==> src/rtl/sdavinci_pkg.sv <==
// Shared definitions for the ifmap window read path.
//   SIZE, AW   : default lane count and per-lane address width
//   KMAX       : largest supported kernel size
//   state_t    : one-hot FSM encoding of ifm_window_rd
//   norm_ksize : maps a raw ksize input onto the supported 1..KMAX range
package sdavinci_pkg;

  localparam int SIZE = 8;
  localparam int AW   = 10;
  localparam int KMAX = 5;

  typedef enum logic [5:0] {
    IDLE = 6'b000001,
    LOAD = 6'b000010,
    CAPT = 6'b000100,
    SCAN = 6'b001000,
    REQ  = 6'b010000,
    DONE = 6'b100000
  } state_t;

  // A kernel size of 0 is meaningless; treat it as a 1x1 kernel.
  function automatic logic [2:0] norm_ksize(input logic [2:0] k);
    if (k == 3'd0) return 3'd1;
    if (k > 3'(KMAX)) return 3'(KMAX);
    return k;
  endfunction

endpackage

==> src/rtl/ifm_tap_counter.sv <==
// Kernel tap scanner: walks kr/kc over a ksize x ksize window, one tap per
// unstalled scan cycle, and accumulates the row offset (kr * tile_length)
// incrementally so no multiplier is needed.
//   clock, rst     : clock, async active-high reset
//   clear          : zero kr, kc and row_off (start of a group)
//   scan, stall    : a tap is taken when scan=1 and stall=0
//   ksize          : normalised kernel size, 1..KMAX
//   tile_length    : ifmap row pitch added to row_off per kernel row
//   kr, kc, row_off: current tap position
//   tap            : a tap is taken this cycle
//   first, last    : current tap is (0,0) / (ksize-1,ksize-1)
module ifm_tap_counter #(
  parameter int AW = 10
) (
  input  logic          clock,
  input  logic          rst,
  input  logic          clear,
  input  logic          scan,
  input  logic          stall,
  input  logic [2:0]    ksize,
  input  logic [5:0]    tile_length,
  output logic [2:0]    kr,
  output logic [2:0]    kc,
  output logic [AW-1:0] row_off,
  output logic          tap,
  output logic          first,
  output logic          last
);

  logic kc_end;

  assign tap    = scan & ~stall;
  assign kc_end = (kc == ksize - 3'd1);
  assign first  = (kr == 3'd0) && (kc == 3'd0);
  assign last   = kc_end && (kr == ksize - 3'd1);

  // NOTE: sequential state uses non-blocking assignments so every register
  // samples the pre-edge values of its neighbours.
  always_ff @(posedge clock or posedge rst) begin
    if (rst) begin
      kr      <= '0;
      kc      <= '0;
      row_off <= '0;
    end else if (clear) begin
      kr      <= '0;
      kc      <= '0;
      row_off <= '0;
    end else if (tap) begin
      if (last) begin
        kr      <= '0;
        kc      <= '0;
        row_off <= '0;
      end else if (kc_end) begin
        kc      <= '0;
        kr      <= kr + 3'd1;
        row_off <= row_off + AW'(tile_length);
      end else begin
        kc <= kc + 3'd1;
      end
    end
  end

endmodule

==> src/rtl/ifm_window_rd.sv <==
// Expands each group of SIZE window base addresses from ifm_addr_gen into
// ksize*ksize per-tap ifmap buffer read addresses, one tap per cycle for all
// lanes in parallel, requesting further groups until the generator flags the
// last one.
//   clock, rst      : clock, async active-high reset
//   base_address    : lane i base at [i*AW +: AW]
//   base_addr_valid : per-lane valid of the current group
//   addr_gen_done   : rising edge (in IDLE) starts a tile
//   ifmap_end       : current group is the tile's last
//   tile_length     : ifmap row pitch
//   ksize           : kernel size 1..5 (0 treated as 1)
//   rd_stall        : freeze the tap scan
//   tile_continue   : one-cycle request for the next group
//   rd_addr         : per-lane tap address, same packing as base_address
//   rd_valid        : per-lane tap valid
//   rd_first        : first tap of a group
//   rd_last         : last tap of a group
//   tile_done       : one-cycle pulse after the final tap of the tile
//   busy            : block is not idle
module ifm_window_rd #(
  parameter int SIZE = sdavinci_pkg::SIZE,
  parameter int AW   = sdavinci_pkg::AW
) (
  input  logic               clock,
  input  logic               rst,
  input  logic [SIZE*AW-1:0] base_address,
  input  logic [SIZE-1:0]    base_addr_valid,
  input  logic               addr_gen_done,
  input  logic               ifmap_end,
  input  logic [5:0]         tile_length,
  input  logic [2:0]         ksize,
  input  logic               rd_stall,
  output logic               tile_continue,
  output logic [SIZE*AW-1:0] rd_addr,
  output logic [SIZE-1:0]    rd_valid,
  output logic               rd_first,
  output logic               rd_last,
  output logic               tile_done,
  output logic               busy
);

  import sdavinci_pkg::*;

  state_t            state, state_nx;
  logic              adg_d;
  logic              first_grp;
  logic              end_l;
  logic [SIZE*AW-1:0] base_l;
  logic [SIZE-1:0]   valid_l;
  logic [5:0]        tl_l;
  logic [2:0]        ks_l;

  logic              tap, tap_first, tap_last;
  logic [2:0]        kr, kc;
  logic [AW-1:0]     row_off;
  logic [AW-1:0]     lane_sum [SIZE];

  ifm_tap_counter #(.AW(AW)) u_tap (
    .clock       (clock),
    .rst         (rst),
    .clear       (state == CAPT),
    .scan        (state == SCAN),
    .stall       (rd_stall),
    .ksize       (ks_l),
    .tile_length (tl_l),
    .kr          (kr),
    .kc          (kc),
    .row_off     (row_off),
    .tap         (tap),
    .first       (tap_first),
    .last        (tap_last)
  );

  always_ff @(posedge clock or posedge rst) begin
    if (rst) state <= IDLE;
    else     state <= state_nx;
  end

  // NOTE: state_nx is given its hold value before the case so no path
  // through the block leaves it unassigned and infers a latch.
  always_comb begin
    state_nx = state;
    unique case (state)
      IDLE:    if (addr_gen_done && !adg_d) state_nx = LOAD;
      LOAD:    state_nx = CAPT;
      CAPT:    state_nx = SCAN;
      SCAN:    if (tap && tap_last) state_nx = end_l ? DONE : REQ;
      REQ:     state_nx = CAPT;
      DONE:    state_nx = IDLE;
      default: state_nx = IDLE;
    endcase
  end

  assign tile_continue = (state == REQ);
  assign tile_done     = (state == DONE);
  assign busy          = (state != IDLE);

  // adg_d comes out of reset high so that an addr_gen_done already held high
  // across reset is not mistaken for a fresh rising edge.
  // NOTE: the group latches are few flops, not a RAM, so they take the
  // reset like any other register.
  always_ff @(posedge clock or posedge rst) begin
    if (rst) begin
      adg_d     <= 1'b1;
      first_grp <= 1'b0;
      end_l     <= 1'b0;
      base_l    <= '0;
      valid_l   <= '0;
      tl_l      <= '0;
      ks_l      <= 3'd1;
    end else begin
      adg_d <= addr_gen_done;
      if (state == LOAD) first_grp <= 1'b1;
      if (state == CAPT) begin
        first_grp <= 1'b0;
        base_l    <= base_address;
        valid_l   <= base_addr_valid;
        end_l     <= ifmap_end;
        if (first_grp) begin
          tl_l <= tile_length;
          ks_l <= norm_ksize(ksize);
        end
      end
    end
  end

  always_comb begin
    for (int i = 0; i < SIZE; i++) begin
      lane_sum[i] = base_l[i*AW +: AW] + row_off + AW'(kc);
    end
  end

  // Output register: one cycle behind the SCAN cycle that took the tap;
  // rd_addr holds between taps.
  always_ff @(posedge clock or posedge rst) begin
    if (rst) begin
      rd_addr  <= '0;
      rd_valid <= '0;
      rd_first <= 1'b0;
      rd_last  <= 1'b0;
    end else begin
      rd_valid <= tap ? valid_l : '0;
      rd_first <= tap & tap_first;
      rd_last  <= tap & tap_last;
      if (tap) begin
        for (int i = 0; i < SIZE; i++) begin
          rd_addr[i*AW +: AW] <= lane_sum[i];
        end
      end
    end
  end

endmodule

==> config.mk <==
export PLATFORM = sky130hd
export DESIGN_NAME = ifm_window_rd
export DESIGN_NICKNAME = d
export VERILOG_FILES = /design/src/rtl/sdavinci_pkg.sv /design/src/rtl/ifm_tap_counter.sv /design/src/rtl/ifm_window_rd.sv
export SDC_FILE = /design/constraint.sdc
export NUM_CORES = 1
export LEC_CHECK = 0
export CAP_MARGIN = 30
export CORE_ASPECT_RATIO = 0.7
export CORE_MARGIN = 2
export CORE_UTILIZATION = 30
export DETAILED_ROUTE_END_ITERATION = 8
export SLEW_MARGIN = 20
export SYNTH_ARGS = -nofsm -noshare
export SYNTH_HDL_FRONTEND = slang
export SYNTH_HIERARCHICAL = 1
export SYNTH_SLANG_ARGS = --single-unit
==> constraint.sdc <==
create_clock -name clock -period 9.99 [get_ports clock]
set_input_delay 1.4985 -clock clock [delete_from_list [all_inputs] [get_ports clock]]
set_output_delay 1.4985 -clock clock [all_outputs]
set_load 0.01 [all_outputs]
== Word-level counts from Yosys, hierarchy flattened ==
Cells that the tools add are included.
Word-level totals
  register bits: 212
  output and inout port bits: 93
  word-level logic and storage cells: 96
Operators by class
  $add $sub $neg: 20
  magnitude comparators: 1
  equal/unequal tests: 11
  multiplexer cells: 30
  bitwise operators: 4
  reduce and logical (&&, ||, !) cells: 15
Operators with widths (count)
  10-bit adder: 8
  10-bit by 3-bit adder with 10-bit output: 8
  10-bit 2-to-1 mux: 4
  3-bit 2-to-1 mux: 12
  6-bit one-hot mux with 4 select lines: 1
  6-bit 2-to-1 mux: 3
  10-bit by 6-bit adder with 10-bit output: 1
  3-bit logical NOT: 3
  1-bit 2-to-1 mux: 9
  8-bit 2-to-1 mux: 1
  3-bit by 1-bit adder with 3-bit output (second input constant): 2
  3-bit == test: 2
  6-bit by 1-bit == test with 1-bit output (second input constant): 1
  6-bit by 2-bit == test with 1-bit output (second input constant): 1
  6-bit by 3-bit == test with 1-bit output (second input constant): 1
  6-bit by 4-bit == test with 1-bit output (second input constant): 1
  6-bit by 5-bit == test with 1-bit output (second input constant): 1
  6-bit == test (second input constant): 1
  6-bit by 1-bit != test with 1-bit output (second input constant): 1
  2-bit AND reduction: 3
  1-bit logical AND: 4
  2-bit != test (second input constant): 2
  2-bit nonzero test: 2
  1-bit AND: 3
  6 further kinds: 6

== Depth between registers and ports, before layout ==
  depth after elaboration: 9
  gate-level depth with buffers: 11
  depth with buffers taken out: 11

== Cells and area by module ==
The synthesis kept the hierarchy.
Modules (own cells, without submodules)
  ifm_window_rd: instances 1, cells each 896, area an instance 11064.4 µm²
  ifm_tap_counter: instances 1, cells each 127, area an instance 1168.6 µm²

== Least setup slack after synthesis ==
OpenSTA, ideal clock, no wires.
  path kind: input to register
  start: in rd_stall
  end: reg rd_addr[0]
  arrival time: 2836 ps
  required time: 9910 ps
  slack: 7074 ps
  stages on the path: 6
  path buffers: 3
  path through: nand2b_1 > inv_2 > buf_2 > clkbuf_1 > buf_1 > mux2i_1
On the way
  longest elaborated chain between the ends: 2
Ends and longest elaborated chain
  start, declared: line ifm_window_rd.sv:32  | input logic rd_stall,
  1-bit NOT: line ifm_tap_counter.sv:32  | assign tap = scan & ~stall;
  1-bit AND: line ifm_tap_counter.sv:32
  net tap: line ifm_window_rd.sv:53  | logic tap, tap_first, tap_last;
  end signal, assigned by index: line ifm_window_rd.sv:147  | rd_addr[i*AW +: AW] <= lane_sum[i];
  end, declared: line ifm_window_rd.sv:34  | output logic [SIZE*AW-1:0] rd_addr,
The timed path passes the listed nets, and every way through them passes these cells.
A chain may end at the register's enable or synchronous reset.

== Final worst setup path ==
  start: reg state[3]
  end: out tile_done
On the way
  longest elaborated chain between the ends: 1
Ends and longest elaborated chain
  start, declared: line ifm_window_rd.sv:44  | state_t state, state_nx;
  start signal, assigned: line ifm_window_rd.sv:76  | else state <= state_nx;
  6-bit == test: line ifm_window_rd.sv:95  | assign tile_done = (state == DONE);
  end, declared: line ifm_window_rd.sv:38  | output logic tile_done,
Every way passes these cells.

==> summary.md <==
| Metric | Value |
|---|---|
| Outcome | finished, final reports clean |
| Top-area cell type share of the netlist area | 42.75% |
| Post-route insts no fill | 1770 |
| CTS clk-pin slew, worst paths | 60 ps |
| CP max-delay cell | or4_1 |
| CTS Hold Buffers Added | 0 |
| CP startpoint kind | flip-flop |
| Pint | 2.389 mW |
| Complex-gate fraction of the synthesized area | 11.41% |
| Max cap viols | 0 |
| Synth async-reset ratio | 100.0% |
| Clock group share of total power | 25.3% |
| Net Sw Power | 1.287 mW |
| Worst endpoint required time | 8490 ps |
| Post-synth top cells | dfrtp_1, mux2_2, ha_1 |
| Sw frac | 35.02% |
| Largest net degree at the start of global routing | 127 |
| Die height | 173.0 µm |
| # placed instances | 1729 |
| Grt met2 use | 24.87% |
| Setup Skew | 9.907 ps |
| H-tree depth | 1 |
| Clock latency at the later pin of the worst-skew pair | 530 ps |
| Post-Synth Simple-Gate Area | 5.533% |
| Core Area | 0.03999 mm² |
| Combinational power share | 40.1% |
| Met3 Use GR | 3.306% |
| Final ANT Viol Nets | 0 |
| Peak VDD IR | 0.1090 mV |
| Post-DP HPWL | 22.91 mm |
| Post-Syn Area per Cell | 11.96 µm² |
| Crit-path max FO | 10 |
| Vias in the first global route | 8666 |
| Post-synth EDFFs | 0 |
| Mapped Cells | 1023 |
| Pwr Density | 235.3 mW/mm² |
| Routed WL per cell | 18.48 µm |
| Root Buffer | clkbuf_16 |
| Max Freq | 258.3 MHz |
| Most frequent cell after synthesis | dfrtp_1 |
| Mapped Nets | 1281 |
| Pleak | 7.491 nW |
| Crit end category | output port |
| Total gr overflow | 0 |
| Register area share after synthesis | 43.40% |
| Xor and xnor area share after synthesis | 5.339% |
| Grt met1 use | 21.65% |
| Worst-path cell chain | or4_1, nor3b_1, clkdlybuf4s50_1 |
| Clock Tree Buf Depth | 3 |
| GRT Total Usage | 15.62% |
| Worst min-delay path class | flip-flop to flip-flop |
| Post-CTS Setup Inserts | 0 |
| CP Data Arrival Time | 2370 ps |
| Final nets | 1479 |
| PortBufs | 194 |
| Post-synthesis mux area share | 13.36% |
| Vias per inst | 4.757 |
| Post-cts sizing count | 0 |
| Num Clock Sinks | 212 |
| Worst Max-Slew Pin Slew | 973.3 ps |
| Distinct cells, synth | 56 |
| Slowest stage delay, CP | 570 ps |
| CP Class | flip-flop to output port |
| Drt drc | 0 |
| Final hold violations | 0 |
| Dominant synthesized flop cell | dfrtp_1 |
| Adder-cell share of the synthesized area | 17.98% |
| RSZ-0062 raised after global routing | no |
| Pre-antenna DRT Iters | 5 |
| Main combinational cell family by area after synthesis | adder cells |
| Top cells by area, synth | dfrtp_1, ha_1, mux2_2 |
| Sum of negative setup slack | 0 ps |
| Die area | 0.04243 mm² |
| Final setup viols | 0 |
| Max Slew Vio Count | 0 |
| Row Count | 61 |
| Flops & latches, synth | 212 |
| ANT cells | 0 |
| Starting Density | 30.59% |
| Share of cells above drive strength 1 | 16.03% |
| Crit share post-route | 38.75% |
| Initial antenna violation count | 0 |
| Post-Route WL | 32.72 mm |
| Final min period | 3871 ps |
| Ports | 195 |
| Slew HR | 35.12% |
| Post-Syn Area | 0.01223 mm² |
| Initial DRC Count | 463 |
| Via count | 8420 |
| Global-route wire length before repair | 51.14 mm |
| Yosys top cell by area | dfrtp_1 |
| Yosys warning count | 6 |
| Flop pwr share | 34.7% |
| CTS buffer count | 24 |
| P&R area growth vs syn | 27.72% |
| GP Congestion | 0.7862 |
| Die width | 245.4 µm |
| CTS tree | yes |
| Gr busiest metal | met2 |
-- layout make-up --
class | instances | area [µm²]
fill | 3842 | 24370
multi-input combinational | 727 | 6566
sequential | 212 | 5309
timing repair buffer | 202 | 2049
clock buffer | 32 | 701.9
tap | 535 | 669.4
inverter | 54 | 212.7
clock inverter | 8 | 115.1
-- per-layer routing --
layer	vias up	share of wire (%)
met4	0	2.5
met2	199	45
met3	45	6.1
met1	4111	46
met5	-	0
li1	4065	-
-- cells in the final DEF (no fill, tap or decap), types with 6 or more instances in the layout --
master	netlist	final
dfrtp_1	209	209
clkdlybuf4s50_1	0	194
mux2_2	130	130
ha_1	123	123
a21oi_1	61	61
xnor2_1	52	52
inv_1	53	52
o21ai_0	52	52
nor2_1	38	38
fa_1	33	33
nand2_1	30	30
clkbuf_16	0	25
a211oi_1	23	23
o211ai_1	22	22
xor2_1	20	20
a21o_1	18	18
nand2b_1	15	15
o22ai_1	13	13
and2_1	11	11
o21bai_1	10	10
mux2i_1	8	8
o31ai_1	6	6
mux2_4	6	6
nand3_1	6	6
a22o_1	6	6
-- path summary, 6_finish.rpt --
kind / startpoint / to / slack, ps / cells past startpoint
setup / recovery: state[3]$_DFFE_PP0P_ / tile_done / 6120 / 3
hold / removal: end_l$_DFFE_PP0P_ / state[4]$_DFFE_PP0P_ / 460 / 1
max in group asynchronous: rst / base_l[50]$_DFFE_PP0P_ / 7110 / 5
hold reg to reg: end_l$_DFFE_PP0P_ / state[4]$_DFFE_PP0P_ / 460 / 1
setup reg to reg: u_tap/row_off[1]$_DFFE_PP0P_ / rd_addr[49]$_DFFE_PP0P_ / 6680 / 8
min in group asynchronous: rst / rd_valid[1]$_DFF_PP0_ / 1370 / 2
-- registers in the layout, summed over array words and instances (netlist names), 3 cells and up --
name,count
rd_valid,8
tl_l,6
u_tap/kc,3
u_tap/kr,3
ks_l,3
base_l,80
state,6
valid_l,8
u_tap/row_off,10
rd_addr,80
-- power by group through the flow --
stage	clock, mW	combinational (mW)	sequential [mW]
floorplan	0	1.08	1.22
global placement	0	1.44	1.29
detailed placement	0	1.47	1.30
CTS	0.962	1.48	1.28
global route	0.996	1.68	1.31
finish	0.929	1.47	1.27
-- cells by family (layout without fill, tap and decap cells) --
group	count (synthesis)	after routing
AO/OA/AOI/OAI	222	222
XOR/XNOR	73	73
adder cells (fa/ha/maj)	156	156
buffers and inverters	84	296
flip-flops	212	212
multiplexers	144	144
AND/OR/NAND/NOR	132	132
-- critical path: cells and delay by family (launching register included) --
kind,cells,cell delay (ps)
buf+inv,1,570
flops,1,490
simple gates,2,790
-- per-stage QoR --
step	hold WS, ps	power [mW]	setup slack (ps)	area, µm²	util [%]
after floorplan	419.0	2.304	3156	12230	-
after global placement	453.2	2.736	5946	14740	36.85
after detailed placement	448.8	2.765	5946	14780	36.95
after CTS	462.1	3.729	6093	15600	39.00
after global routing	468.7	3.987	5973	15620	39.07
final	456.5	3.676	6119	15620	39.07
Power figures use the tool's default switching activity.
